`src/rtl/hazard_unit.sv`:
```
// ----------------------------------------------------------------------------
// hazard_unit
//
// Pipeline hazard controller for the five-stage RISC-V core. It keeps its own
// copy of the register numbers travelling through Execute, Memory and
// Writeback. From those, and the instruction currently in Decode, it
// produces ALU operand forwarding selects, load-use stalls and branch flushes.
// Two saturating counters record stall and flush cycles for bring-up.
//
// Build option:
//   HAZARD_FWD_EN  defined   -> forwarding from M/W, stall only on load-use
//                  undefined -> pure interlock: forwards tied to 00, stall on
//                               any RAW dependency against E or M
//
// Ports:
//   clk          rising-edge clock
//   reset        synchronous, active-high reset (outputs forced low while high)
//   Rs1_D        rs1 of the Decode instruction
//   Rs2_D        rs2 of the Decode instruction
//   Rd_D         rd of the Decode instruction
//   RegWrite_D   Decode instruction writes the register file
//   ResultSrc_D  Decode result select (2'b01 = load)
//   PCSrcE       taken branch/jump resolved in Execute
//   Stall_F      hold PC
//   Stall_D      hold IF/ID
//   Flush_D      clear IF/ID
//   Flush_E      clear ID/EX
//   ForwardA_E   SrcA select: 00 regfile, 01 W result, 10 M ALU result
//   ForwardB_E   SrcB select, same encoding
//   StallCount   saturating count of Stall_D cycles
//   FlushCount   saturating count of Flush_D cycles
// ----------------------------------------------------------------------------
module hazard_unit #(
    parameter int CNT_W = 16
) (
    input  logic             clk,
    input  logic             reset,
    input  logic [4:0]       Rs1_D,
    input  logic [4:0]       Rs2_D,
    input  logic [4:0]       Rd_D,
    input  logic             RegWrite_D,
    input  logic [1:0]       ResultSrc_D,
    input  logic             PCSrcE,
    output logic             Stall_F,
    output logic             Stall_D,
    output logic             Flush_D,
    output logic             Flush_E,
    output logic [1:0]       ForwardA_E,
    output logic [1:0]       ForwardB_E,
    output logic [CNT_W-1:0] StallCount,
    output logic [CNT_W-1:0] FlushCount
);

    // Stage-tracking registers
    logic [4:0]       rs1E_q, rs1E_d;
    logic [4:0]       rs2E_q, rs2E_d;
    logic [4:0]       rdE_q, rdE_d;
    logic             regWriteE_q, regWriteE_d;
    logic             loadE_q, loadE_d;
    logic [4:0]       rdM_q, rdM_d;
    logic             regWriteM_q, regWriteM_d;
    logic [4:0]       rdW_q, rdW_d;
    logic             regWriteW_q, regWriteW_d;
    logic [CNT_W-1:0] stallCnt_q, stallCnt_d;
    logic [CNT_W-1:0] flushCnt_q, flushCnt_d;

    // Unforced hazard decisions (before the reset override)
    logic       hazStall;
    logic       stallInt;
    logic       flushEInt;
    logic [1:0] fwdA;
    logic [1:0] fwdB;

`ifdef HAZARD_FWD_EN
    // Forwarding build: M has priority over W, x0 never matches.
    // Only a load in E forces a stall, because its data arrives too late
    // to forward into the dependent instruction's Execute stage.
    always_comb begin
        fwdA = 2'b00;
        fwdB = 2'b00;
        if (regWriteM_q && (rs1E_q != 5'd0) && (rdM_q == rs1E_q)) begin
            fwdA = 2'b10;
        end else if (regWriteW_q && (rs1E_q != 5'd0) && (rdW_q == rs1E_q)) begin
            fwdA = 2'b01;
        end
        if (regWriteM_q && (rs2E_q != 5'd0) && (rdM_q == rs2E_q)) begin
            fwdB = 2'b10;
        end else if (regWriteW_q && (rs2E_q != 5'd0) && (rdW_q == rs2E_q)) begin
            fwdB = 2'b01;
        end
        hazStall = loadE_q && (rdE_q != 5'd0) &&
                   ((Rs1_D == rdE_q) || (Rs2_D == rdE_q));
    end
`else
    // Interlock build: no bypass paths, so Decode waits until the producer
    // reaches W (the register file writes on the falling edge, making a W
    // result visible to Decode in the same cycle).
    always_comb begin
        fwdA = 2'b00;
        fwdB = 2'b00;
        hazStall = (regWriteE_q && (rdE_q != 5'd0) &&
                    ((Rs1_D == rdE_q) || (Rs2_D == rdE_q))) ||
                   (regWriteM_q && (rdM_q != 5'd0) &&
                    ((Rs1_D == rdM_q) || (Rs2_D == rdM_q)));
    end

    // Tracking state that only the forwarding build consumes
    logic unusedSigs;
    assign unusedSigs = ^{rs1E_q, rs2E_q, loadE_q, rdW_q, regWriteW_q};
`endif

    // A taken branch wins over a stall: the stalled Decode instruction is
    // on the wrong path anyway, so it is flushed rather than held.
    assign stallInt  = hazStall && !PCSrcE;
    assign flushEInt = hazStall || PCSrcE;

    // While reset is high every output is held at zero
    always_comb begin
        Stall_F    = 1'b0;
        Stall_D    = 1'b0;
        Flush_D    = 1'b0;
        Flush_E    = 1'b0;
        ForwardA_E = 2'b00;
        ForwardB_E = 2'b00;
        StallCount = '0;
        FlushCount = '0;
        if (!reset) begin
            Stall_F    = stallInt;
            Stall_D    = stallInt;
            Flush_D    = PCSrcE;
            Flush_E    = flushEInt;
            ForwardA_E = fwdA;
            ForwardB_E = fwdB;
            StallCount = stallCnt_q;
            FlushCount = flushCnt_q;
        end
    end

    // Next state of the tracking pipeline; a flushed E stage becomes a
    // bubble with every field zero so it can never match anything later.
    always_comb begin
        rs1E_d      = Rs1_D;
        rs2E_d      = Rs2_D;
        rdE_d       = Rd_D;
        regWriteE_d = RegWrite_D;
        loadE_d     = (ResultSrc_D == 2'b01);
        if (flushEInt) begin
            rs1E_d      = 5'd0;
            rs2E_d      = 5'd0;
            rdE_d       = 5'd0;
            regWriteE_d = 1'b0;
            loadE_d     = 1'b0;
        end
        rdM_d       = rdE_q;
        regWriteM_d = regWriteE_q;
        rdW_d       = rdM_q;
        regWriteW_d = regWriteM_q;
    end

    // Saturating event counters
    always_comb begin
        stallCnt_d = stallCnt_q;
        flushCnt_d = flushCnt_q;
        if (Stall_D && (stallCnt_q != '1)) begin
            stallCnt_d = stallCnt_q + CNT_W'(1);
        end
        if (Flush_D && (flushCnt_q != '1)) begin
            flushCnt_d = flushCnt_q + CNT_W'(1);
        end
    end

    always_ff @(posedge clk) begin
        if (reset) begin
            rs1E_q      <= 5'd0;
            rs2E_q      <= 5'd0;
            rdE_q       <= 5'd0;
            regWriteE_q <= 1'b0;
            loadE_q     <= 1'b0;
            rdM_q       <= 5'd0;
            regWriteM_q <= 1'b0;
            rdW_q       <= 5'd0;
            regWriteW_q <= 1'b0;
            stallCnt_q  <= '0;
            flushCnt_q  <= '0;
        end else begin
            rs1E_q      <= rs1E_d;
            rs2E_q      <= rs2E_d;
            rdE_q       <= rdE_d;
            regWriteE_q <= regWriteE_d;
            loadE_q     <= loadE_d;
            rdM_q       <= rdM_d;
            regWriteM_q <= regWriteM_d;
            rdW_q       <= rdW_d;
            regWriteW_q <= regWriteW_d;
            stallCnt_q  <= stallCnt_d;
            flushCnt_q  <= flushCnt_d;
        end
    end

endmodule

```
`config.mk`:
```
export PLATFORM = sky130hd
export DESIGN_NAME = hazard_unit
export DESIGN_NICKNAME = d
export VERILOG_FILES = /design/src/rtl/hazard_unit.sv
export SDC_FILE = /design/constraint.sdc
export NUM_CORES = 1
export LEC_CHECK = 0
export ABC_AREA = 0
export CORE_MARGIN = 3
export CORE_UTILIZATION = 49
export CTS_CLUSTER_SIZE = 25
export DETAILED_ROUTE_END_ITERATION = 8
export HOLD_SLACK_MARGIN = 0.03
export PLACE_DENSITY = 0.76
export SYNTH_ARGS = -nofsm -noshare
export SYNTH_HDL_FRONTEND = slang
export SYNTH_SLANG_ARGS = --single-unit
```
`constraint.sdc`:
```
create_clock -name clk -period 2.4 [get_ports clk]
set_input_delay 0.48 -clock clk [delete_from_list [all_inputs] [get_ports clk]]
set_output_delay 0.48 -clock clk [all_outputs]
set_load 0.03 [all_outputs]
```
; Word level (Yosys, flattened, before mapping)
; Cells that the tools add are included.
[classes]
addsub = 2
multipliers = 0
div_mod_pow = 0
order_cmp = 0
n_eq_ne = 6
n_shift = 0
muxes = 5
bitwise_logic = 0
n_reduce_logical = 15
[op_table]
columns = operator, n
row1 = $add A16 B1 Y16 const B, 2
row2 = $mux W16, 2
row3 = $ne A16 B16 Y1 const B, 2
row4 = $eq A5 B5 Y1, 4
row5 = $reduce_bool A5 Y1, 2
row6 = $logic_and A1 B1 Y1, 7
row7 = $logic_or A1 B1 Y1, 4
row8 = $mux W1, 3
row9 = $reduce_or A2 Y1, 1
row10 = $logic_not A1 Y1, 1
[word_totals]
register_bits = 44
latch_bits = 0
ramBits = 0
romBits = 0
output_inout_bits = 40
mem_count = 0

; Logic depth before layout (Yosys ltp)
[logic_depth]
ltp_word = 7
depth_mapped = 9
ltp_nobuf = 6

; Least setup slack after synthesis
; OpenSTA, ideal clock, no wires.
[synth_path]
path_kind = input-to-output
from = input Rs2_D[3]
to = output Stall_F
arrival_time_ns = 1.987
required_ns = 1.920
setup_slack_ns = -0.067
path_stages = 7
cell_sequence = xor2_1 > nor3_1 > a22oi_1 > o22a_1 > buf_2 > nor2_1 > buf_4
[synth_between]
elab_chain_cells = 6
elab_cells_between_ends = 9
[synth_rtl]
columns = item, line
row1 = "start, declared", 39  ; input logic [4:0] Rs2_D,
row2 = $eq A5 B5 Y1 (on tied branches), "102, 104"
row3 = $logic_or A1 B1 Y1 (on tied branches), "102, 104"
row4 = $logic_and A1 B1 Y1 (on tied branches), "101, 103"
row5 = $logic_or A1 B1 Y1 (*), 102  ; ((Rs1_D == rdE_q) || (Rs2_D == rdE_q))) ||
row6 = $logic_and A1 B1 Y1 (*), 114  ; assign stallInt = hazStall && !PCSrcE;
row7 = $mux W1 (*), n/a
row8 = "end, declared", 44  ; output logic Stall_F,
; Every way passes the cells marked *; elsewhere a longest branch is shown, timed or not.

; Worst setup path in the final report
[layout_path]
from = register rdE_q[2]
to = output Flush_E
[layout_between]
elab_chain_cells = 6
elab_cells_between_ends = 9
[layout_rtl]
columns = item, line
row1 = "start, declared", 57  ; logic [4:0] rdE_q, rdE_d;
row2 = "start signal, assigned", 188  ; rdE_q <= rdE_d;
row3 = $eq A5 B5 Y1 or $reduce_bool A5 Y1 (tied branches), "102, 101"
row4 = $logic_or A1 B1 Y1 or $logic_and A1 B1 Y1 (tied branches), "102, 101"
row5 = $logic_and A1 B1 Y1 (*), 101  ; hazStall = (regWriteE_q && (rdE_q != 5'd0) &&
row6 = $logic_or A1 B1 Y1 (*), 102
row7 = $logic_or A1 B1 Y1 (*), 115  ; assign flushEInt = hazStall || PCSrcE;
row8 = $mux W1 (*), 127  ; if (!reset) begin
row9 = "end, declared", 47  ; output logic Flush_E,
; Marks and branches as above.

==> metrics.md <==
| Metric | Value |
|---|---|
| Status | complete, no violations |
| Final WS setup | 0.06538 ns |
| Placer Congestion | 0.8035 |
| Crit start category | flop |
| # rows | 24 |
| Design Area, Final | 0.003194 sq mm |
| Synth cell count leaders | dfxtp_1, nor2_1, nor2b_1 |
| Final nets | 370 |
| Crit-path cells | or4_4, o21ai_4, o22ai_2, nor2_2, nor2_1, buf_4 |
| Leak Pwr | 1.223 nW |
| Maxcap violations | 0 |
| P&R area growth vs syn | 31.67% |
| Crit path max fanout | 4 |
| Share of the synthesized area in the top cell type | 36.31% |
| Die height | 76.37 um |
| Post-DP HPWL | 3932 um |
| Seq/Total Area, Yosys | 36.31% |
| Cell taking the most area after synthesis | dfxtp_1 |
| Total gr overflow | 0 |
| Initial antenna violation count | 0 |
| WS Path Type | flop to output port |
| Core area | 0.004564 sq mm |
| Total track usage | 18.83% |
| Async set-or-reset flop fraction in the synthesized netlist | 0% |
| Setup TNS Final | 0 ns |
| Area contributors post-synth | dfxtp_1, nor2b_1, xor2_1, mux2_2, nor2_1 |
| Vias per cell | 5.203 |
| Final period util | 97.28% |
| Placed inst area | 0.003035 sq mm |
| Max Clock Skew | 0.005005 ns |
| VDD IR max | 297.0 uV |
| CP required | 1.92 ns |
| Pre-CTS WS | -0.2735 ns |
| Share of cells above drive strength 1 | 15.52% |
| Ys flop type | dfxtp_1 |
| Drt total wl | 5339 um |
| Count leader, synth | dfxtp_1 |
| Quantity of I/O buffers inserted on ports | 54 |
| Final antenna-violating net count | 0 |
| H-tree depth | 2 |
| Count of state elements after synthesis | 44 |
| Num ports | 61 |
| Crit path capture type | output port |
| Final Hold Viols | 0 |
| CP max stage cell | or4_4 |
| Full die area | 0.005832 sq mm |
| Tmin final | 2.335 ns |
| Die W | 76.37 um |
| Post-synth cell types | 39 |
| Max frequency | 0.4283 GHz |
| Rel. slew slack | 61.29% |
| Largest net degree at the start of global routing | 31 |
| Vias in the first global route | 2,151 |
| Num Clock Sinks | 44 |
| Syn Area/Cell | 8.308 sq um |
| Least-Margin Pin Slew | 0.5800 ns |
| Root buffer cell | clkbuf_8 |
| Detailed Route Iter0 Violations | 101 |
| Min Hold Slack | 0.5008 ns |
| Antenna Cells | 0 |
| Post-synth EDFFs | 0 |
| DR vias | 2,149 |
| Final Max Tran Viols | 0 |
| Hold WC Path Type | flop to flop |
| Synth Instances | 292 |
| Starting Density | 53.15% |
| Util after Layout | 69.98% |
| DR WL/cell | 12.93 um |
| Arrival time worst endpoint | 1.85 ns |
| P per Cell Area | 461.7 mW/mm^2 |
| Critical Path Max Stage Delay | 0.54 ns |
| Mapped Area | 0.002426 sq mm |
| Number of buffers created by CTS | 5 |
| Global-route wire length before repair | 9239 um |
| Drt drc | 0 |
| DR pass1 iterations | 4 |
| Syn. warnings | 0 |
| Clock-pin slew on the worst setup and hold paths | 0.08 ns |
| Skew-Pair Late Insertion Delay | 0.29 ns |
| Clk buf depth | 2 |
| Final setup violation count | 0 |
| CTS tree | done |
==> through the flow <==
step	cells	power (mW)
after floorplan	295	0.8637
after global placement	404	0.9216
after detailed placement	404	0.9254
after CTS	413	1.491
after global routing	413	1.533
final	413	1.475
==> repair_timing <==
| item | CTS | global route |
|---|---|---|
| setup buffers | 2 | 0 |
| setup endpoints to repair | 3 | 3 |
| cloned | 0 | 0 |
| hold buffers | 0 | 0 |
| gates resized for setup | 25 | 2 |
| pin swaps | 10 | 0 |
==> cell families after synthesis <==
kind of cell / after synthesis / synth area share [%]
buf+inv: 24 / 5.570
mux: 13 / 6.034
xor+xnor: 29 / 10.47
other cells: 1 / 0.1546
flops: 44 / 36.31
fa+ha+maj: 2 / 1.031
simple gates: 153 / 33.63
compound gates: 26 / 6.808
==> final cells by class <==
| class | count | area (sq um) |
|---|---|---|
| Clock buffer | 6 | 72.57 |
| Clock inverter | 2 | 35.03 |
| Fill cell | 397 | 1370 |
| Inverter | 5 | 18.77 |
| Multi-Input combinational cell | 227 | 1473 |
| Sequential cell | 44 | 888.4 |
| Tap cell | 65 | 81.33 |
| Timing Repair Buffer | 64 | 625.6 |
==> sequential cells by signal, indices dropped and copies added (netlist names) <==
register / flops
flushCnt_q: 16
rdE_q: 5
rdM_q: 5
regWriteE_q: 1
regWriteM_q: 1
stallCnt_q: 16
==> report_power, final <==
part           total [mW]  internal, mW  switching, mW
sequential          0.753         0.740         0.0135
combinational       0.160        0.0726         0.0877
clock               0.561         0.309          0.252
total                1.47          1.12          0.353
==> worst max-delay path, delay by kind of cell, from the launching register on <==
family | cells | cell delay, ns
buf+inv | 1 | 0.16
simple gates | 3 | 0.71
compound gates | 2 | 0.31
flops | 1 | 0.36
==> routing by layer <==
| layer | GRT usage (%) | wire [um] |
|---|---|---|
| met5 | 0 | 0 |
| met4 | 7.790 | 81 |
| met3 | 4.965 | 280 |
| met2 | 32.07 | 2554 |
| met1 | 22.37 | 2422 |
==> path summary, 6_finish.rpt <==
path | start | end | slack (ns) | depth (start not counted)
worst max register to register | rdE_q[0]$_SDFF_PP0_ | stallCnt_q[10]$_SDFFE_PP0P_ | 0.35 | 7
worst min register to register | flushCnt_q[10]$_SDFFE_PP0P_ | flushCnt_q[10]$_SDFFE_PP0P_ | 0.50 | 2
worst min-delay path | flushCnt_q[10]$_SDFFE_PP0P_ | flushCnt_q[10]$_SDFFE_PP0P_ | 0.50 | 2
worst max-delay path | rdE_q[2]$_SDFF_PP0_ | Flush_E | 0.07 | 6
==> cells in the final DEF, fill, tap and decap left out, types with 5 or more instances in the layout <==
master / synthesis / final
nand3_1: 15 / 15
dlygate4sd2_1: 0 / 10
xor2_1: 25 / 25
nor2_1: 35 / 33
nand2_1: 14 / 14
nor3_1: 17 / 15
and2_1: 7 / 7
buf_4: 5 / 11
mux2_2: 13 / 13
dfxtp_1: 44 / 42
inv_1: 5 / 5
clkdlybuf4s50_1: 0 / 39
nand4_1: 5 / 5
o21ai_0: 8 / 6
nor2b_1: 35 / 35
or3_1: 8 / 8
clkbuf_8: 0 / 5
a21oi_1: 7 / 7
and3_1: 5 / 5
Note: power is estimated with default switching activity, not from simulation.
